$ cat config.mk
export PLATFORM = sky130hd
export DESIGN_NAME = uart_fifo
export DESIGN_NICKNAME = d
export VERILOG_FILES = /design/src/rtl/uart_fifo.sv
export SDC_FILE = /design/constraint.sdc
export NUM_CORES = 1
export LEC_CHECK = 0
export BUFFER_PORTS_ARGS = -buffer_cell sky130_fd_sc_hd__buf_4
export CORE_ASPECT_RATIO = 1.4
export CORE_MARGIN = 3
export CORE_UTILIZATION = 60
export CTS_CLUSTER_SIZE = 16
export DETAILED_ROUTE_END_ITERATION = 10
export PLACE_DENSITY_LB_ADDON = 0.08
export SYNTH_ARGS = -nofsm -noshare
export SYNTH_HDL_FRONTEND = slang
export SYNTH_SLANG_ARGS = --single-unit
$ cat constraint.sdc
create_clock -name clk_i -period 4.1 [get_ports clk_i]
set_clock_uncertainty 0.15 [all_clocks]
set_input_delay 0.615 -clock clk_i [delete_from_list [all_inputs] [get_ports clk_i]]
set_output_delay 0.615 -clock clk_i [all_outputs]
set_load 0.02 [all_outputs]
$ cat src/rtl/uart_fifo.sv
// Single-clock FIFO for the UART datapath: register-array storage, pointers, occupancy
// count, registered threshold flags, sticky overflow/underflow errors and a flush.
module uart_fifo #(
  parameter int DATA_WIDTH = 8,
  parameter int ADDR_WIDTH = 4,
  parameter int AF_THRESH  = (1 << ADDR_WIDTH) - 2,
  parameter int AE_THRESH  = 2
) (
  input  logic                  clk_i,
  input  logic                  reset_i,
  input  logic                  wr_i,
  input  logic [DATA_WIDTH-1:0] w_data_i,
  input  logic                  rd_i,
  output logic [DATA_WIDTH-1:0] r_data_o,
  input  logic                  flush_i,
  input  logic                  clr_err_i,
  output logic                  full_o,
  output logic                  empty_o,
  output logic                  almost_full_o,
  output logic                  almost_empty_o,
  output logic [ADDR_WIDTH:0]   count_o,
  output logic                  overflow_o,
  output logic                  underflow_o
);

  localparam int DEPTH = 1 << ADDR_WIDTH;
  localparam logic [ADDR_WIDTH:0] DEPTH_CNT = (ADDR_WIDTH+1)'(DEPTH);
  localparam logic [ADDR_WIDTH:0] AF_LVL    = (ADDR_WIDTH+1)'(AF_THRESH);
  localparam logic [ADDR_WIDTH:0] AE_LVL    = (ADDR_WIDTH+1)'(AE_THRESH);

  logic [DATA_WIDTH-1:0] mem [DEPTH];

  logic [ADDR_WIDTH-1:0] wr_ptr_q, wr_ptr_d;
  logic [ADDR_WIDTH-1:0] rd_ptr_q, rd_ptr_d;
  logic [ADDR_WIDTH:0]   count_q, count_d;
  logic                  full_q, full_d;
  logic                  empty_q, empty_d;
  logic                  af_q, af_d;
  logic                  ae_q, ae_d;
  logic                  overflow_q, overflow_d;
  logic                  underflow_q, underflow_d;

  logic wrAccept;
  logic rdAccept;
  logic overflowSet;
  logic underflowSet;

  // A write at full is still taken when paired with a read: it lands in the slot being freed.
  always_comb begin
    wrAccept     = wr_i & ~flush_i & (~full_q | rd_i);
    rdAccept     = rd_i & ~flush_i & ~empty_q;
    overflowSet  = wr_i & ~flush_i & full_q & ~rd_i;
    underflowSet = rd_i & ~flush_i & empty_q;
  end

  always_comb begin
    wr_ptr_d = wr_ptr_q;
    rd_ptr_d = rd_ptr_q;
    count_d  = count_q;
    if (flush_i) begin
      wr_ptr_d = '0;
      rd_ptr_d = '0;
      count_d  = '0;
    end else begin
      if (wrAccept) begin
        wr_ptr_d = wr_ptr_q + ADDR_WIDTH'(1);
      end
      if (rdAccept) begin
        rd_ptr_d = rd_ptr_q + ADDR_WIDTH'(1);
      end
      unique case ({wrAccept, rdAccept})
        2'b10:   count_d = count_q + (ADDR_WIDTH+1)'(1);
        2'b01:   count_d = count_q - (ADDR_WIDTH+1)'(1);
        default: count_d = count_q;
      endcase
    end
  end

  // Flags are derived from next-count so they move on the same edge as count.
  always_comb begin
    full_d      = (count_d == DEPTH_CNT);
    empty_d     = (count_d == '0);
    af_d        = (count_d >= AF_LVL);
    ae_d        = (count_d <= AE_LVL);
    overflow_d  = (overflow_q  & ~clr_err_i) | overflowSet;
    underflow_d = (underflow_q & ~clr_err_i) | underflowSet;
  end

  always_ff @(posedge clk_i) begin
    if (reset_i) begin
      wr_ptr_q    <= '0;
      rd_ptr_q    <= '0;
      count_q     <= '0;
      full_q      <= 1'b0;
      empty_q     <= 1'b1;
      af_q        <= (AF_LVL == '0);
      ae_q        <= 1'b1;
      overflow_q  <= 1'b0;
      underflow_q <= 1'b0;
    end else begin
      wr_ptr_q    <= wr_ptr_d;
      rd_ptr_q    <= rd_ptr_d;
      count_q     <= count_d;
      full_q      <= full_d;
      empty_q     <= empty_d;
      af_q        <= af_d;
      ae_q        <= ae_d;
      overflow_q  <= overflow_d;
      underflow_q <= underflow_d;
    end
  end

  always_ff @(posedge clk_i) begin
    if (!reset_i && wrAccept) begin
      mem[wr_ptr_q] <= w_data_i;
    end
  end

  assign r_data_o       = mem[rd_ptr_q];
  assign count_o        = count_q;
  assign full_o         = full_q;
  assign empty_o        = empty_q;
  assign almost_full_o  = af_q;
  assign almost_empty_o = ae_q;
  assign overflow_o     = overflow_q;
  assign underflow_o    = underflow_q;

endmodule

==> Word-level counts from Yosys, hierarchy flattened <==
Memory sizes are Yosys's and may differ from the RTL's. A register that Yosys moved wholly into a read port is not among the register bits.
Cells that the tools add are included.
{ "classes": {"n_addsub": 4, "multipliers": 0, "n_div": 0, "order_cmp": 2, "n_eq_ne": 3, "shift": 0, "mux": 6, "bitwise": 17, "n_reduce_logical": 4} }
{ "op_table": {"columns": ["operator", "count"], "rows": [
  ["5-bit one-hot mux with 2 select lines", 1],
  ["1-bit bitwise AND", 9],
  ["4-bit by 1-bit adder with 4-bit output (second input constant)", 2],
  ["4-bit 2-to-1 mux", 2],
  ["5-bit by 1-bit adder with 5-bit output (second input constant)", 1],
  ["5-bit == test (second input constant)", 1],
  ["5-bit by 4-bit >= comparator with 1-bit output (second input constant)", 1],
  ["5-bit by 2-bit <= comparator with 1-bit output (second input constant)", 1],
  ["5-bit logical NOT", 1],
  ["5-bit 2-to-1 mux", 1],
  ["1-bit NOT", 5],
  ["5-bit by 1-bit subtractor with 5-bit output (second input constant)", 1],
  ["1-bit OR", 3],
  ["2-bit by 1-bit == test with 1-bit output (second input constant)", 1],
  ["2-bit == test (second input constant)", 1],
  ["1-bit 2-to-1 mux", 2],
  ["2-bit OR reduction", 1],
  ["1-bit logical AND", 1],
  ["1-bit logical NOT", 1]
]} }
{ "totals": {"register_bits": 19, "latchBits": 0, "ram_bits": 128, "romBits": 0, "memories": 1} }
{ "mem_list": {"columns": ["name", "words", "width", "rd", "rd_ports_with_merged_regs", "write_ports", "line", "source"], "rows": [
  ["mem", 16, 8, 1, 1, 1, "31", "logic [DATA_WIDTH-1:0] mem [DEPTH];"]
]} }

==> Depth between registers and ports, before layout <==
Gate-level depths: netlist of run 1.
{ "logic_depth": {"depth_word": 7, "mapped_depth": 12} }

==> Worst setup path before layout of run 1 <==
OpenSTA, ideal clock, no wires.
{ "synth_timing": {"path_type": "input to register", "from": "input port wr_i", "to": "register af_q (netlist: almost_full_o)", "setup_ns": 0.060, "arrival_ns": 2.767, "required_time_ns": 3.890, "setup_slack_ns": 1.122, "cell_stages": 12, "cell_sequence": "nor2b_1 > and2b_1 > inv_2 > ha_1 > buf_2 > xor2_1 > ha_1 > a21oi_2 > nor2b_1 > or4_1 > a21oi_1 > a32o_1"} }
{ "synth_via": {"elab_chain_len": 6} }
{ "synth_rtl": {"columns": ["item", "line", "source"], "rows": [
  ["start, declared", "11", "input logic wr_i,"],
  ["1-bit bitwise AND * (2 in series)", "50", "wrAccept = wr_i & ~flush_i & (~full_q | rd_i);"],
  ["2-bit by 1-bit == test with 1-bit output / 2-bit == test (equally long branches)", "71", "unique case ({wrAccept, rdAccept})"],
  ["5-bit one-hot mux with 2 select lines *", "71", null],
  ["5-bit 2-to-1 mux *", "60", "if (flush_i) begin"],
  ["5-bit by 4-bit >= comparator with 1-bit output *", "83", "af_d = (count_d >= AF_LVL);"],
  ["end signal, assigned", "96", "af_q <= (AF_LVL == '0);"],
  ["end, declared", "38", "logic af_q, af_d;"]
]} }
Mark *: on every way between the ends. The rest lies on a longest branch, timed or not.
A chain may end at the register's enable or synchronous reset.

==> impl_metrics.ini, run 1 <==
[grt]
global_route.usage.total_pct = 22.8
grt_pass1_vias = 3180
grt-ovfl-total = 0
grt_busiest_layer = met2
grt_max_degree = 33
gr-usage-met3_pct = 6.57
grt_pass1_wl_um = 18600
antenna_found_initial = 0
met2_usage_pct = 40.4
use_met1_pct = 27.0

[critical_path]
crit_path_top_delay_cell = mux4_1
cpPeakStageDelay_ps = 630
start_kind = flip-flop
reg2reg_depth = 11
cp.depth = 4
critPathTopFamily = multiplexers
worstPathMaxFanout = 32
cp-endpoint = r_data_o[7]
worst_setup_path_end_kind = primary output
r2r_start = full_o
worstPathRequired_ps = 3340
rrSetupSlack_ps = 1110
path_cells = buf_4, mux4_1, mux4_2, buf_4
cpMostUsedCell = buf_4
critPathBufInv = 2
r2r_end = almost_empty_o
path_class = reg -> out
worstPathArrival_ps = 2520

[logic_synthesis]
avgSynthCellArea_um2 = 19.2
yosysMostFrequentCell = edfxtp_1
synth_ff_type = edfxtp_1
yosysUniqueCellTypes = 50
yosys.area.top_type_share_pct = 62.3
netlist_area_um2 = 6170
synthTopCellsByArea = edfxtp_1 (62%), mux4_1 (10%), dfxtp_1 (7.5%)
synth.yosys.seq_area_share_pct = 69.7
synth_fp_nets = 343
synth_enable_flop_cells = 128
async_reset_ff_share_pct = 0
syn_inst = 321
synth_warnings = 0
synthTopCellsByCount = edfxtp_1 (128), mux4_1 (24), dfxtp_1 (23), mux4_2 (16), nor2_1 (15)
ys_ff_latch = 151
synth_largest_area_cell = edfxtp_1

[finish]
fillerInstances = 624
drive_gt1_share_pct = 24.6
post-route-util_pct = 70.5
diodes = 0
final_area_um2 = 7020
areaGrowthSynthToFinish_pct = 13.7
nets = 379

[floorplan]
rows = 43
die_area_um2 = 11600
die_w_um = 91.7
initial_core_util_pct = 62.0
ios = 33
coreArea_um2 = 9950
die_h_um = 126

[detailed_routing]
viasPerCell = 5.91
drt_pass1_iterations = 5
ant_nets = 0
drtIter0Drc = 178
vias = 2984
route.detailed.drc = 0
wl_per_cell_um = 23.2
wl_um = 11700

[placed_design]
dpl-instance-area_um2 = 6480
dp_slack_ps = 742
port_buffers = 32
dpl.hpwl_um = 7260
globalplace.congestion = 0.744

[power_and_ir_drop]
ir_drop_v = 0.000399
static-leakage-power_uw = 0.00234
cellPowerDensity_nw_per_um2 = 450
finalPower_uw = 3160

[timing]
fin_crit_ps = 3280
slew_headroom_pct = 53.6
fmax_mhz = 305
hold_violations = 0
rsz0062_at_grt = no
slew_viol_final = 0
min_period_over_period_pct = 80.0
worst_slack_ps = 819
setup_viol = 0
setup_tns_ps = 0
tightest_slew_ps = 696

[clock_tree]
cts_tree = built
insertion_delay_ps = 410
clk_pin_slew_ps = 60
cts.sinks = 151
htree_num_levels = 4
cts_hold_buffers = 0
cts_resized = 0
cts_setup_buffers = 0
ctsRootBufferMaster = clkbuf_16
numCtsBuffers = 17
cts_buffer_depth = 2

[flow_run]
cap_violations = 0

[min_path]
hp-start = flush_i
hold_class = in -> reg

[outcome]
status = finished, final reports clean
==> how the worst min path moves through the flow <==
stage	slack (ps)	endpoint	cells past startpoint
floorplan	330	wr_ptr_q[1]	2
global placement	330	underflow_o	2
detailed placement	350	underflow_o	2
CTS	260	full_o	2
global route	260	full_o	2
finish	270	full_o	2
==> per-layer routing <==
| metal | part of all wire [%] | vias up |
|---|---|---|
| met1 | 37 | 1501 |
| li1 | - | 1386 |
| met4 | 1.5 | 0 |
| met2 | 57 | 83 |
| met3 | 4.7 | 14 |
| met5 | 0 | - |
==> worst register-to-register path, cell delays in order, from the launching register on <==
cell	delay [ps]
dfxtp_1	340
nor2b_1	160
and2b_1	250
inv_2	140
ha_1	360
xor2_1	190
ha_1	220
a21o_1	120
a21oi_1	60
nor4_2	380
xor2_1	170
o41ai_1	350
==> area by class of cell <==
type                    instances  area (µm²)  share of cell area (%)
clock buffers                  17         425                    6.06
clock inverters                15         116                    1.66
inverters                       7        26.3                   0.374
multi-input cells             145        1720                    24.4
flip-flops and latches        151        4310                    61.3
well taps                     135         169                    2.41
repair buffers                 35         263                    3.74
==> through the flow <==
step                hold slack, ps  std cells
floorplan                      332        321
global placement               329        473
global route                   264        505
CTS                            258        505
finish                         275        505
detailed placement             349        473
==> where the power goes <==
part / internal, µW / switching (µW) / leakage [µW] / total [µW]
Combinational: 28.3 / 45.3 / 0.000755 / 73.6
Clock: 784 / 627 / 0.000252 / 1410
Sequential: 1670 / 3.85 / 0.00134 / 1670
Total: 2480 / 677 / 0.00234 / 3160
==> sequential cells by signal (all words and copies together), names as in the netlist, named ones only <==
register / cells
empty_o: 1
mem: 128
almost_full_o: 1
underflow_o: 1
full_o: 1
count_o: 5
wr_ptr_q: 4
overflow_o: 1
almost_empty_o: 1
rd_ptr_q: 4
==> logic make-up after synthesis <==
kind of cell	share of synthesized area (%)
compound gates	2.70
xor+xnor	1.28
fa+ha+maj	1.62
buf+inv	2.47
flops	69.7
mux	16.2
simple gates	6.00
==> cells in the final DEF (no fill, tap or decap), types with 4 or more instances in the layout <==
master and count:
edfxtp_1 128, nor2_1 15, ha_1 8, inv_6 8, clkinvlp_4 5, inv_1 6, xor2_1 6, clkbuf_16 17
a21oi_1 6, buf_4 35, nand2_1 10, nor2b_1 4, mux4_1 24, mux4_2 16, dfxtp_1 22, and2_1 12
and3_1 4
No activity file was read; power rests on OpenSTA's default activity.
==> run 2, diff against run 1 <==
==> constraint.sdc (replaced) <==
create_clock -name clk_i -period 3.1 [get_ports clk_i]
set_clock_uncertainty 0.15 [all_clocks]
set_input_delay 0.465 -clock clk_i [delete_from_list [all_inputs] [get_ports clk_i]]
set_output_delay 0.465 -clock clk_i [all_outputs]
set_load 0.02 [all_outputs]
==> run 2 against run 1 <==
Effect of this change: routed wire length up 6.9%; worst setup slack got worse by 660 ps; non-clock buffer count is 9 higher; highest routed layer unchanged; count of clock-buffer cells in the layout rose by 1; critical path type unchanged; largest cell class unchanged.
==> impl_metrics.ini, run 2 (synthesis results as in run 1) <==
[critical_path]
worstPathRequired_ps = 2480
r2r_end = almost_full_o
reg2reg_depth = 11
start_kind = flip-flop
worstPathArrival_ps = 2320
crit_path_top_delay_cell = mux4_1
rrSetupSlack_ps = 380
path_cells = buf_12, mux4_1, mux4_2, buf_4
r2r_start = full_o
worstPathMaxFanout = 32
critPathBufInv = 2
critPathTopFamily = multiplexers
path_class = reg -> out
cpPeakStageDelay_ps = 600
worst_setup_path_end_kind = primary output

[finish]
layout_common_cells = edfxtp_1 (128), buf_4 (43), mux4_1 (24), dfxtp_1 (22), clkbuf_16 (17)
areaGrowthSynthToFinish_pct = 16.5
drive_gt1_share_pct = 25.9
final_area_um2 = 7190
final_common_cell = edfxtp_1
nets = 388
largest_register_ffs = 128
fillerInstances = 599
final_cells = 514
largest-register = mem
diodes = 0

[floorplan]
ios = 33
die_w_um = 91.7
coreArea_um2 = 9950
rows = 43
initial_core_util_pct = 62.0
die_h_um = 126
die_area_um2 = 11600

[detailed_routing]
viasPerCell = 6.12
route.detailed.drc = 0
vias = 3146
ant_nets = 0
wl_um = 12500
drtIter0Drc = 226
wl_per_cell_um = 24.3
drt_pass1_iterations = 4

[grt]
grt_max_degree = 33
global_route.usage.total_pct = 23.8
antenna_found_initial = 0
grt-ovfl-total = 0
grt_pass1_wl_um = 19300
grt_pass1_vias = 3320

[timing]
rsz0062_at_grt = no
hold_violations = 0
worst_slack_ps = 164
setup_tns_ps = 0
worst_hold_slack_ps = 117
slew_headroom_pct = 57.6
fin_crit_ps = 2940
setup_viol = 0
slew_viol_final = 0
fmax_mhz = 341
tightest_slew_ps = 627
min_period_over_period_pct = 94.7

[clock_tree]
cts_buffer_depth = 2
cts.sinks = 151
ctsRootBufferMaster = clkbuf_16
htree_num_levels = 4
clk_pin_slew_ps = 60
cts_hold_buffers = 0
numCtsBuffers = 17
cts_setup_buffers = 0
cts_resized = 0
cts_tree = built
insertion_delay_ps = 420

[placed_design]
dpl.hpwl_um = 7600
port_buffers = 32
place_inst = 482
dpl-instance-area_um2 = 6560
dp_slack_ps = 149
globalplace.congestion = 0.812

[min_path]
hold_class = in -> reg
hp-start = flush_i
hold_depth = 2
worstHoldEndpoint = full_o

[outcome]
status = finished, final reports clean

[flow_run]
cap_violations = 0

[power_and_ir_drop]
static-leakage-power_uw = 0.00245
ir_drop_v = 0.000463
cellPowerDensity_nw_per_um2 = 627
[run 2: cell count changes in the layout (fill, tap and decap cells not counted), sizes merged]
cell and change:
inv -7, clkinvlp -3, clkbuf +1, clkinv +4
bufinv +5, buf +9
[run 2: worst max-delay path by stage]
stage,slack [ps],to,startpoint,cells after the start
floorplan,270,almost_full_o,wr_i,12
global placement,220,almost_full_o,flush_i,12
detailed placement,150,almost_full_o,flush_i,12
CTS,130,r_data_o[7],flip-flop,4
global route,90,r_data_o[7],flip-flop,4
finish,160,r_data_o[7],flip-flop,4
[run 2: per-layer routing]
| metal | vias up | GRT usage (%) | part of all wire (%) | wire length (µm) |
|---|---|---|---|---|
| li1 | 1399 | - | - | - |
| met2 | 95 | 42.8 | 57 | 7120 |
| met3 | 22 | 6.39 | 4.3 | 536 |
| met4 | 0 | 8.57 | 2.2 | 274 |
| met5 | - | 0 | 0 | 0 |
| met1 | 1630 | 27.3 | 37 | 4580 |
[run 2: layout make-up]
type                       count  area [µm²]  area share (%)
sequential                   151        4310            59.8
multi-input combinational    145        1720            23.9
clock buffer                  18         429            5.97
timing repair buffer          44         343            4.77
clock inverter                14         205            2.85
tap                          135         169            2.35
inverter                       7        26.3           0.365
[run 2: power breakdown]
part / switching, µW / internal [µW]
registers: 5.74 / 2210
clock network: 775 / 1420
logic: 62.1 / 39.0
total: 843 / 3670
[run 2: stage by stage]
stage	utilization [%]	total power [µW]
final	72.3	4510
after global routing	72.3	4630
after CTS	72.3	4540
after detailed placement	65.9	2360
after global placement	65.9	2350
after floorplan	-	2300
